## src/rtl/decode_issue_ctrl.sv

```systemverilog
// decode_issue_ctrl
//   Issue controller between the fetch stage and a free-running decoder.
//   It accepts instructions from fetch over a valid/ready handshake and
//   registers them onto the decoder inputs. When it cannot issue, it drives
//   a NOP instead. A per-register busy scoreboard blocks load-use hazards,
//   and a flush kills all in-flight work. A valid shift pipeline tracks
//   each instruction so that oIssueValid lines up with the decoder outputs.
//
// Ports
//   iClk, iRst           clock (rising edge), async active-low reset
//   iFetchValid/Inst/Pc  instruction offered by fetch
//   oFetchReady          instruction is accepted this cycle (combinational)
//   oDecInst/oDecPc      registered decoder inputs (NOP when idle)
//   oDecValid            oDecInst holds a real instruction
//   oIssueValid          decoder outputs are valid this cycle
//   iFlush               redirect; kills all younger work
//   iWbValid/iWbAddr     load writeback completion, frees a busy register
//   oBubbleCnt           saturating count of stalled fetch cycles
module decode_issue_ctrl #(
    parameter int unsigned cXLEN       = 32,
    parameter int unsigned cRegSelBitW = 5,
    parameter int unsigned cDecLat     = 2,
    parameter int unsigned cCntW       = 16
) (
    input  logic                   iClk,
    input  logic                   iRst,
    input  logic                   iFetchValid,
    input  logic [cXLEN-1:0]       iFetchInst,
    input  logic [cXLEN-1:0]       iFetchPc,
    output logic                   oFetchReady,
    output logic [cXLEN-1:0]       oDecInst,
    output logic [cXLEN-1:0]       oDecPc,
    output logic                   oDecValid,
    output logic                   oIssueValid,
    input  logic                   iFlush,
    input  logic                   iWbValid,
    input  logic [cRegSelBitW-1:0] iWbAddr,
    output logic [cCntW-1:0]       oBubbleCnt
);

    localparam int unsigned    cNumRegs = 1 << cRegSelBitW;
    localparam logic [cXLEN-1:0] cNopInst = cXLEN'(32'h0000_0013);

    localparam logic [6:0] cOpLoad   = 7'b0000011;
    localparam logic [6:0] cOpStore  = 7'b0100011;
    localparam logic [6:0] cOpReg    = 7'b0110011;
    localparam logic [6:0] cOpImm    = 7'b0010011;
    localparam logic [6:0] cOpBranch = 7'b1100011;
    localparam logic [6:0] cOpJalr   = 7'b1100111;

    typedef enum logic [1:0] {RUN, STALL, FLUSH} state_t;

    state_t                               state_q, state_d;
    logic [cNumRegs-1:0]                  busy_q, busy_d;
    logic [cDecLat:0]                     vld_q, vld_d;
    logic [cDecLat:0]                     ld_q, ld_d;
    logic [cDecLat:0][cRegSelBitW-1:0]    rd_q, rd_d;
    logic [cXLEN-1:0]                     inst_q, inst_d;
    logic [cXLEN-1:0]                     pc_q, pc_d;
    logic [cCntW-1:0]                     cnt_q, cnt_d;

    logic [6:0]             opcode;
    logic [cRegSelBitW-1:0] rd, rs1, rs2;
    logic                   isLoad, usesRs1, usesRs2;
    logic                   hazard, fetchReady, accept;

    assign opcode = iFetchInst[6:0];
    assign rd     = iFetchInst[7 +: cRegSelBitW];
    assign rs1    = iFetchInst[15 +: cRegSelBitW];
    assign rs2    = iFetchInst[20 +: cRegSelBitW];

    assign isLoad  = (opcode == cOpLoad);
    assign usesRs1 = isLoad || (opcode == cOpStore) || (opcode == cOpReg) ||
                     (opcode == cOpImm) || (opcode == cOpBranch) || (opcode == cOpJalr);
    assign usesRs2 = (opcode == cOpStore) || (opcode == cOpReg) || (opcode == cOpBranch);

    // Scoreboard is read as registered state only: a writeback clear is seen next cycle.
    assign hazard = iFetchValid && ((usesRs1 && busy_q[rs1]) || (usesRs2 && busy_q[rs2]));

    // iRst gating keeps ready low while reset is held.
    assign fetchReady = iRst && (state_q != FLUSH) && !hazard && !iFlush;
    assign accept     = iFetchValid && fetchReady;

    always_comb begin
        state_d = state_q;
        unique case (state_q)
            RUN:     if (iFlush) state_d = FLUSH; else if (hazard)  state_d = STALL;
            STALL:   if (iFlush) state_d = FLUSH; else if (!hazard) state_d = RUN;
            FLUSH:   if (iFlush) state_d = FLUSH; else              state_d = RUN;
            default: state_d = RUN;
        endcase
    end

    always_comb begin
        vld_d  = {vld_q[cDecLat-1:0], accept};
        ld_d   = {ld_q[cDecLat-1:0], accept && isLoad};
        rd_d   = {rd_q[cDecLat-1:0], rd};
        inst_d = accept ? iFetchInst : cNopInst;
        pc_d   = accept ? iFetchPc : pc_q;
        cnt_d  = cnt_q;
        busy_d = busy_q;

        if (iFetchValid && !fetchReady && (cnt_q != '1)) begin
            cnt_d = cnt_q + cCntW'(1);
        end

        if (iWbValid) begin
            busy_d[iWbAddr] = 1'b0;
        end

        // Loads killed by a flush will never write back, so release their registers.
        if (iFlush) begin
            for (int unsigned i = 0; i <= cDecLat; i++) begin
                if (vld_q[i] && ld_q[i]) begin
                    busy_d[rd_q[i]] = 1'b0;
                end
            end
            vld_d = '0;
            ld_d  = '0;
        end

        // Applied after the clears so a same-cycle set wins.
        if (accept && isLoad && (rd != '0)) begin
            busy_d[rd] = 1'b1;
        end
        busy_d[0] = 1'b0;
    end

    always_ff @(posedge iClk or negedge iRst) begin
        if (!iRst) begin
            state_q <= RUN;
            busy_q  <= '0;
            vld_q   <= '0;
            ld_q    <= '0;
            rd_q    <= '0;
            inst_q  <= cNopInst;
            pc_q    <= '0;
            cnt_q   <= '0;
        end else begin
            state_q <= state_d;
            busy_q  <= busy_d;
            vld_q   <= vld_d;
            ld_q    <= ld_d;
            rd_q    <= rd_d;
            inst_q  <= inst_d;
            pc_q    <= pc_d;
            cnt_q   <= cnt_d;
        end
    end

    assign oFetchReady = fetchReady;
    assign oDecInst    = inst_q;
    assign oDecPc      = pc_q;
    assign oDecValid   = vld_q[0];
    assign oIssueValid = vld_q[cDecLat];
    assign oBubbleCnt  = cnt_q;

endmodule
```

## config.mk

```make
export PLATFORM = sky130hd
export DESIGN_NAME = decode_issue_ctrl
export DESIGN_NICKNAME = d
export VERILOG_FILES = /design/src/rtl/decode_issue_ctrl.sv
export SDC_FILE = /design/constraint.sdc
export NUM_CORES = 1
export LEC_CHECK = 0
export ABC_AREA = 1
export CAP_MARGIN = 20
export CORE_UTILIZATION = 40
export CTS_CLUSTER_SIZE = 14
export DETAILED_ROUTE_END_ITERATION = 7
export PLACE_DENSITY = 0.63
export SLEW_MARGIN = 20
export SYNTH_ARGS = -nofsm -noshare
export SYNTH_HDL_FRONTEND = slang
export SYNTH_SLANG_ARGS = --single-unit
```

## constraint.sdc

```tcl
create_clock -name iClk -period 3.9 [get_ports iClk]
set_input_delay 0.78 -clock iClk [delete_from_list [all_inputs] [get_ports iClk]]
set_output_delay 0.78 -clock iClk [all_outputs]
set_load 0.05 [all_outputs]
```

==> out/metrics.json, run 1 <==
{
  "clkLatencyLatePin": {"value": 430, "unit": "ps"},
  "core_area": {"value": 17300, "unit": "µm²"},
  "floorplan.rows": {"value": 48},
  "cts-buffers-inserted": {"value": 17},
  "setup_tns_final": {"value": 0, "unit": "ps"},
  "combinationalPowerShare": {"value": 0.273},
  "wl_met2": {"value": 9940, "unit": "µm"},
  "clock-skew-final": {"value": 10.3, "unit": "ps"},
  "final-setup-viol-count": {"value": 0},
  "number_of_detailed_route_iterations_in_the_first_pass": {"value": 5},
  "via_per_inst": {"value": 5.08},
  "post_cts_hold_buffer_count": {"value": 0},
  "wl_met3": {"value": 1790, "unit": "µm"},
  "final_nets": {"value": 1187},
  "slew_viol_final": {"value": 0},
  "cts_setup_buffers": {"value": 0},
  "crit_required": {"value": 3120, "unit": "ps"},
  "crit-reg2reg-launch": {"value": "state_q[0]"},
  "fp.dieW": {"value": 135, "unit": "µm"},
  "die_area": {"value": 18200, "unit": "µm²"},
  "portBuffers": {"value": 156},
  "cp-endpoint": {"value": "oFetchReady"},
  "worst-r2r-cell-count": {"value": 7},
  "maxCapViolCount": {"value": 0},
  "cpPeakStageDelay": {"value": 640, "unit": "ps"},
  "arrival": {"value": 2680, "unit": "ps"},
  "syn-mean-instance-area": {"value": 7.42, "unit": "µm²"},
  "worst_setup_path_start_kind": {"value": "input port"},
  "clk_root_buffer_cell": {"value": "clkbuf_16"},
  "post_dp_cell_area": {"value": 8820, "unit": "µm²"},
  "p_switching": {"value": 1570, "unit": "µW"},
  "io_pins": {"value": 157},
  "critical_path_cell_by_cell": {"value": "clkdlybuf4s50_1 -> inv_1 -> nand3_1 -> nand3_1 -> nand3_1 -> nand3_1 -> nand3_2 -> nand2_1 -> nand2_2 -> nand2_4 -> inv_1 -> buf_12"},
  "clkSinkCount": {"value": 134},
  "power_report.internal_total": {"value": 2900, "unit": "µW"},
  "clkPwrFrac": {"value": 0.357},
  "pre_cts_slack": {"value": 394, "unit": "ps"},
  "final_layout_size_suffix_gt1_frac": {"value": 0.0482},
  "routed_wirelength": {"value": 21200, "unit": "µm"},
  "initial_utilization": {"value": 0.409},
  "synth.yosys.seq_area_share": {"value": 0.474},
  "routed_wl_per_cell": {"value": 15.8, "unit": "µm"},
  "r2r_setup_slack": {"value": 1280, "unit": "ps"},
  "top_layer_used": {"value": "met4"},
  "setup.worst_path.class": {"value": "input port to primary output"},
  "pin_count_of_the_biggest_net_entering_global_routing": {"value": 75},
  "clk_pin_slew": {"value": 60, "unit": "ps"},
  "chipHeight": {"value": 135, "unit": "µm"},
  "ant_nets": {"value": 0},
  "grtUsageTotal": {"value": 0.247},
  "cts_resized": {"value": 0},
  "clock_tree.htree_level_count": {"value": 4},
  "syn_to_final_growth": {"value": 32.9, "unit": "%"},
  "setup_slack": {"value": 440, "unit": "ps"},
  "routedLengthMet1": {"value": 9030, "unit": "µm"},
  "overflow": {"value": 0},
  "min-delay-path-class": {"value": "register to register"},
  "layout.cells.most_common": {"value": "nand2_1"},
  "grt_first_pass_wirelength": {"value": 34600, "unit": "µm"},
  "synth.lib_cells_used.distinct": {"value": 29},
  "grt_pass1_vias": {"value": 6679},
  "cp_max_fo": {"value": 8},
  "status": {"value": "finished, final reports clean"},
  "antennaDiodeCount": {"value": 0},
  "power_density": {"value": 475, "unit": "nW/µm²"},
  "post_synthesis_cell_area": {"value": 7080, "unit": "µm²"},
  "cts_tree": {"value": "done"},
  "timing_hold_violations_final": {"value": 0},
  "most_frequent_cells_in_the_layout": {"value": "nand2_1, clkdlybuf4s50_1, dfrtp_1, nand3_1, inv_1"},
  "gp_congestion": {"value": 0.891},
  "power.share.switching": {"value": 0.351},
  "drtIter0Drc": {"value": 481},
  "timing_worst_slew_pin_value": {"value": 1110, "unit": "ps"},
  "endpoint_kind": {"value": "primary output"},
  "critical_path.startpoint": {"value": "iFetchInst[17]"},
  "maxSlewHeadroom": {"value": 0.252},
  "achievable-frequency": {"value": 289, "unit": "MHz"},
  "vias": {"value": 6836},
  "static-leakage-power": {"value": 0.00447, "unit": "µW"},
  "clock_path_buffers": {"value": 2},
  "number_of_antenna_violations_at_the_first_check_in_global_routing": {"value": 0},
  "regToRegEndpoint": {"value": "busy_q[6]"},
  "seqPwrFrac": {"value": 0.370},
  "setup_repair_after_global_routing_missed_its_margin": {"value": "false"},
  "synthesis.nets": {"value": 1033},
  "postLayoutCellArea": {"value": 9400, "unit": "µm²"},
  "finalWorstPathRequiredPeriod": {"value": 3460, "unit": "ps"},
  "syn-instance-count": {"value": 954},
  "power.ir.vdd_worst": {"value": 0.000391, "unit": "V"},
  "crit_top_cell": {"value": "nand3_1"},
  "drc_errors": {"value": 0},
  "crit_path_top_delay_cell": {"value": "clkdlybuf4s50_1"},
  "synth-warning-count": {"value": 0},
  "period_share": {"value": 0.887},
  "flip_flop_and_latch_count_after_synthesis": {"value": 134},
  "post-dp-hpwl": {"value": 15500, "unit": "µm"}
}
==> registers in the layout, summed over array words and instances (netlist names) <==
signal      cells
oDecInst       32
oDecPc         32
busy_q         31
oBubbleCnt     16
rd_d           10
rd_q            5
ld_q            3
vld_q           3
state_q         2
==> cell families after synthesis <==
| logic type | after synthesis | share of synthesized area |
|---|---|---|
| AO/OA/AOI/OAI | 41 | 0.0396 |
| XOR/XNOR | 13 | 0.0161 |
| adder cells (fa/ha/maj) | 5 | 0.00884 |
| buffers and inverters | 118 | 0.0716 |
| flip-flops | 134 | 0.474 |
| AND/OR/NAND/NOR | 643 | 0.389 |
==> synthesized netlist by cell type, drive strengths merged <==
cell | instances | share of area
a22oi | 3 | 0.0032
inv | 89 | 0.048
nand3 | 126 | 0.091
nor4 | 3 | 0.0027
nand2 | 383 | 0.20
clkbuf | 8 | 0.0042
xnor2 | 6 | 0.0074
xor2 | 7 | 0.0087
dfrtp | 131 | 0.46
ha | 5 | 0.0088
o21ai | 6 | 0.0042
nor2 | 51 | 0.028
buf | 21 | 0.019
nand4 | 21 | 0.021
dfstp | 3 | 0.011
nor3b | 1 | 0.0011
nor3 | 58 | 0.041
a21oi | 5 | 0.0035
o211ai | 27 | 0.029
==> critical path: cells and delay by family <==
kind	cells	cell delay, ps
buf+inv	4	1090
simple gates	8	790
==> power by group through the flow <==
| stage | Clock, µW | Combinational (µW) | Sequential (µW) |
|---|---|---|---|
| final | 1600 | 1220 | 1650 |
| after CTS | 1630 | 1220 | 1650 |
| after global routing | 1700 | 1300 | 1670 |
| after detailed placement | 0 | 1220 | 1670 |
| after floorplan | 0 | 282 | 2130 |
| after global placement | 0 | 1210 | 1670 |
==> layout make-up <==
class	instances	area [µm²]
fill	1664	7890
sequential	134	3360
multi-input combinational	702	3210
timing repair buffer	164	1630
clock buffer	19	433
inverter	89	339
tap	225	282
clock inverter	13	149
==> layer usage <==
metal | track usage | vias to the layer above
li1 | - | 3388
met1 | 0.313 | 3149
met2 | 0.393 | 269
met3 | 0.0852 | 30
met4 | 0.0843 | 0
met5 | 0 | -
==> stage by stage <==
step                hold WS, ps  total power [µW]   util  std cells
global route                430              4680  0.544       1346
finish                      425              4460  0.544       1346
floorplan                   395              2410      -        954
CTS                         427              4500  0.544       1346
detailed placement          417              2890  0.510       1314
global placement            410              2880  0.510       1314
==> how the worst min path moves through the flow <==
stage	startpoint	end	cells past startpoint
detailed placement	rd_d[6]	rd_d[11]	0
CTS	rd_d[5]	rd_d[10]	0
finish	rd_d[10]	rd_q[10]	0
global route	rd_d[5]	rd_d[10]	0
floorplan	rd_d[10]	rd_q[10]	0
global placement	rd_d[6]	rd_d[11]	0
Power figures use the tool's default switching activity.
==> run 2, diff against run 1 <==
--- a/config.mk
+++ b/config.mk
@@ -7,10 +7,12 @@
 export LEC_CHECK = 0
 export ABC_AREA = 1
 export CAP_MARGIN = 20
-export CORE_UTILIZATION = 40
+export CORE_MARGIN = 3
+export CORE_UTILIZATION = 55
 export CTS_CLUSTER_SIZE = 14
 export DETAILED_ROUTE_END_ITERATION = 7
-export PLACE_DENSITY = 0.63
+export PLACE_DENSITY = 0.83
+export RECOVER_POWER = 50
 export SLEW_MARGIN = 20
 export SYNTH_ARGS = -nofsm -noshare
 export SYNTH_HDL_FRONTEND = slang
==> out/metrics.json, run 2 (synthesized netlist as in run 1, its figures left out) <==
{
  "achievable-frequency": {"value": 283, "unit": "MHz", "change": "-2.1%"},
  "io_pins": {"value": 157, "change": "unchanged"},
  "initial_utilization": {"value": 0.575, "change": "+0.166"},
  "min-delay-path-class": {"value": "register to register"},
  "arrival": {"value": 2750, "unit": "ps", "change": "+70 ps"},
  "postLayoutCellArea": {"value": 9350, "unit": "µm²", "change": "-0.57%"},
  "layout.cells.most_common": {"value": "nand2_1"},
  "clk_pin_slew": {"value": 60, "unit": "ps", "change": "about the same"},
  "final-setup-viol-count": {"value": 0, "change": "unchanged"},
  "drtIter0Drc": {"value": 946, "change": "+97%"},
  "timing_hold_violations_final": {"value": 0, "change": "unchanged"},
  "setup_tns_final": {"value": 0, "unit": "ps", "change": "unchanged"},
  "regToRegEndpoint": {"value": "busy_q[7]"},
  "cts_tree": {"value": "done"},
  "crit_path_top_delay_cell": {"value": "clkdlybuf4s50_1"},
  "worst-r2r-cell-count": {"value": 7, "change": "unchanged"},
  "cts_resized": {"value": 0, "change": "unchanged"},
  "setup.worst_path.class": {"value": "input port to primary output"},
  "timing_worst_slew_pin_value": {"value": 2920, "unit": "ps", "change": "+1810 ps"},
  "grt_pass1_vias": {"value": 6903, "change": "+3.4%"},
  "endpoint_kind": {"value": "primary output"},
  "maxCapViolCount": {"value": 2, "change": "+2"},
  "clkLatencyLatePin": {"value": 430, "unit": "ps", "change": "about the same"},
  "post_dp_cell_area": {"value": 8780, "unit": "µm²", "change": "-0.50%"},
  "finalCoreUtilization": {"value": 0.759, "change": "+0.216"},
  "maxSlewHeadroom": {"value": -0.946, "change": "-1.20"},
  "number_of_antenna_violations_at_the_first_check_in_global_routing": {"value": 2, "change": "+2"},
  "routed_wirelength": {"value": 21400, "unit": "µm", "change": "+1.1%"},
  "clk_root_buffer_cell": {"value": "clkbuf_16"},
  "power.ir.vdd_worst": {"value": 0.000502, "unit": "V", "change": "+28%"},
  "setup_slack": {"value": 366, "unit": "ps", "change": "-74.1 ps"},
  "cp_max_fo": {"value": 10, "change": "+2"},
  "clock-skew-final": {"value": 10.1, "unit": "ps", "change": "-0.210 ps"},
  "r2r_setup_slack": {"value": 1480, "unit": "ps", "change": "+200 ps"},
  "final.fill_count": {"value": 953, "change": "-43%"},
  "cp-endpoint": {"value": "oFetchReady"},
  "status": {"value": "finished, violations left"},
  "period_share": {"value": 0.906, "change": "+0.0190"},
  "gp_congestion": {"value": 0.954, "change": "+7.1%"},
  "floorplan.rows": {"value": 40, "change": "-17%"},
  "clock_path_buffers": {"value": 2, "change": "unchanged"},
  "worst_setup_path_start_kind": {"value": "input port"},
  "cts_setup_buffers": {"value": 0, "change": "unchanged"},
  "crit_required": {"value": 3120, "unit": "ps", "change": "about the same"},
  "slew_viol_final": {"value": 135, "change": "+135"},
  "number_of_detailed_route_iterations_in_the_first_pass": {"value": 6, "change": "+1"},
  "routed_wl_per_cell": {"value": 16.6, "unit": "µm", "change": "+5.2%"},
  "finalWorstPathRequiredPeriod": {"value": 3530, "unit": "ps", "change": "+74.1 ps"},
  "die_area": {"value": 14300, "unit": "µm²", "change": "-22%"},
  "static-leakage-power": {"value": 0.00455, "unit": "µW", "change": "+1.9%"},
  "most_frequent_cells_in_the_layout": {"value": "nand2_1, dfrtp_1, clkdlybuf4s50_1, nand3_1, inv_1"},
  "post-layout-total-power": {"value": 4460, "unit": "µW", "change": "about the same"},
  "cpPeakStageDelay": {"value": 660, "unit": "ps", "change": "+20 ps"},
  "post_cts_hold_buffer_count": {"value": 0, "change": "unchanged"},
  "clock_tree.htree_level_count": {"value": 4, "change": "unchanged"},
  "cts-buffers-inserted": {"value": 17, "change": "unchanged"},
  "ant_nets": {"value": 0, "change": "unchanged"},
  "power_density": {"value": 477, "unit": "nW/µm²", "change": "+0.55%"},
  "pre_cts_slack": {"value": 455, "unit": "ps", "change": "+61.3 ps"},
  "portBuffers": {"value": 156, "change": "unchanged"},
  "drc_errors": {"value": 0, "change": "unchanged"},
  "fp.dieW": {"value": 119, "unit": "µm", "change": "-12%"},
  "crit-reg2reg-launch": {"value": "state_q[0]"},
  "final_nets": {"value": 1189, "change": "+0.17%"},
  "syn_to_final_growth": {"value": 32.1, "unit": "%"},
  "clkSinkCount": {"value": 134, "change": "unchanged"},
  "vias": {"value": 7224, "change": "+5.7%"},
  "grt_first_pass_wirelength": {"value": 34500, "unit": "µm", "change": "-0.22%"},
  "overflow": {"value": 0, "change": "unchanged"},
  "grtUsageTotal": {"value": 0.306, "change": "+0.0583"},
  "chipHeight": {"value": 119, "unit": "µm", "change": "-12%"},
  "core_area": {"value": 12300, "unit": "µm²", "change": "-29%"},
  "critical_path.startpoint": {"value": "iFetchInst[15]"},
  "violated_checks": {"value": "max-capacitance violations, max-slew violations"},
  "via_per_inst": {"value": 5.59, "change": "+10%"},
  "crit_top_cell": {"value": "nand2_1"},
  "setup_repair_after_global_routing_missed_its_margin": {"value": "false"},
  "final_layout_size_suffix_gt1_frac": {"value": 0.0516, "change": "+0.00348"},
  "pin_count_of_the_biggest_net_entering_global_routing": {"value": 135, "change": "+80%"},
  "critical_path_cell_by_cell": {"value": "clkdlybuf4s50_1 -> buf_4 -> nand2_1 -> nor2_1 -> nor2_1 -> nand2_1 -> nand3_1 -> nand3_1 -> nand3_2 -> nand2_1 -> nand2_2 -> nand2_4 -> inv_1 -> buf_12"},
  "post-dp-hpwl": {"value": 15100, "unit": "µm", "change": "-2.4%"}
}
[run 2: cell count changes in the layout (fill, tap and decap cells not counted), sizes merged]
cell | before | now
clkdlybuf4s50 | 154 | 126
diode | 0 | 2
dlygate4sd3 | 0 | 28
inv | 92 | 95
bufinv | 2 | 1
clkinv | 5 | 4
buf | 10 | 11
[run 2: worst max-delay path: cells and delay by family]
kind	cells	cell delay [ps]
buffers and inverters	4	1100
AND/OR/NAND/NOR	10	870
[run 2: worst min path at each step]
| stage | cells after the start | slack, ps | endpoint | from |
|---|---|---|---|---|
| after detailed placement | 0 | 410 | rd_q[10] | rd_d[10] |
| after floorplan | 0 | 400 | rd_q[10] | rd_d[10] |
| after CTS | 0 | 420 | rd_q[10] | rd_d[10] |
| final | 0 | 430 | rd_q[10] | rd_d[10] |
| after global placement | 0 | 410 | rd_q[10] | rd_d[10] |
| after global routing | 0 | 450 | rd_q[10] | rd_d[10] |
[run 2: cell type report]
class	instances	area [µm²]	share of cell area
flip-flops and latches	134	3360	0.359
multi-input cells	702	3220	0.344
repair buffers	166	1640	0.176
clock buffers	18	439	0.0470
inverters	89	339	0.0363
well taps	168	210	0.0225
clock inverters	14	141	0.0151
diodes	2	5.00	0.000535
[run 2: report_power, final]
group | total [µW] | switching, µW | leakage [µW] | internal, µW
Clock | 1580 | 668 | 0.000278 | 910
Sequential | 1650 | 112 | 0.00176 | 1540
Combinational | 1230 | 829 | 0.00251 | 401
Total | 4460 | 1610 | 0.00455 | 2850
[run 2: per-layer routing]
metal,wire [µm],GRT usage,up-vias,part of all wire
met4,641,0.125,0,0.030
met1,8360,0.395,3283,0.39
li1,-,-,3397,-
met2,9620,0.464,483,0.45
met3,2810,0.116,61,0.13
met5,0,0,-,0
[run 2: metrics by stage]
stage,hold WS (ps),instances
global route,447,1293
floorplan,395,954
CTS,423,1291
global placement,407,1259
detailed placement,408,1259
finish,426,1293
==> run 3, diff against run 2 <==
--- a/config.mk
+++ b/config.mk
@@ -17,3 +17,4 @@
 export SYNTH_ARGS = -nofsm -noshare
 export SYNTH_HDL_FRONTEND = slang
 export SYNTH_SLANG_ARGS = --single-unit
+export TNS_END_PERCENT = 1
==> results of run 3 <==
Final layout, timing and power as in run 2 (identical DEF).
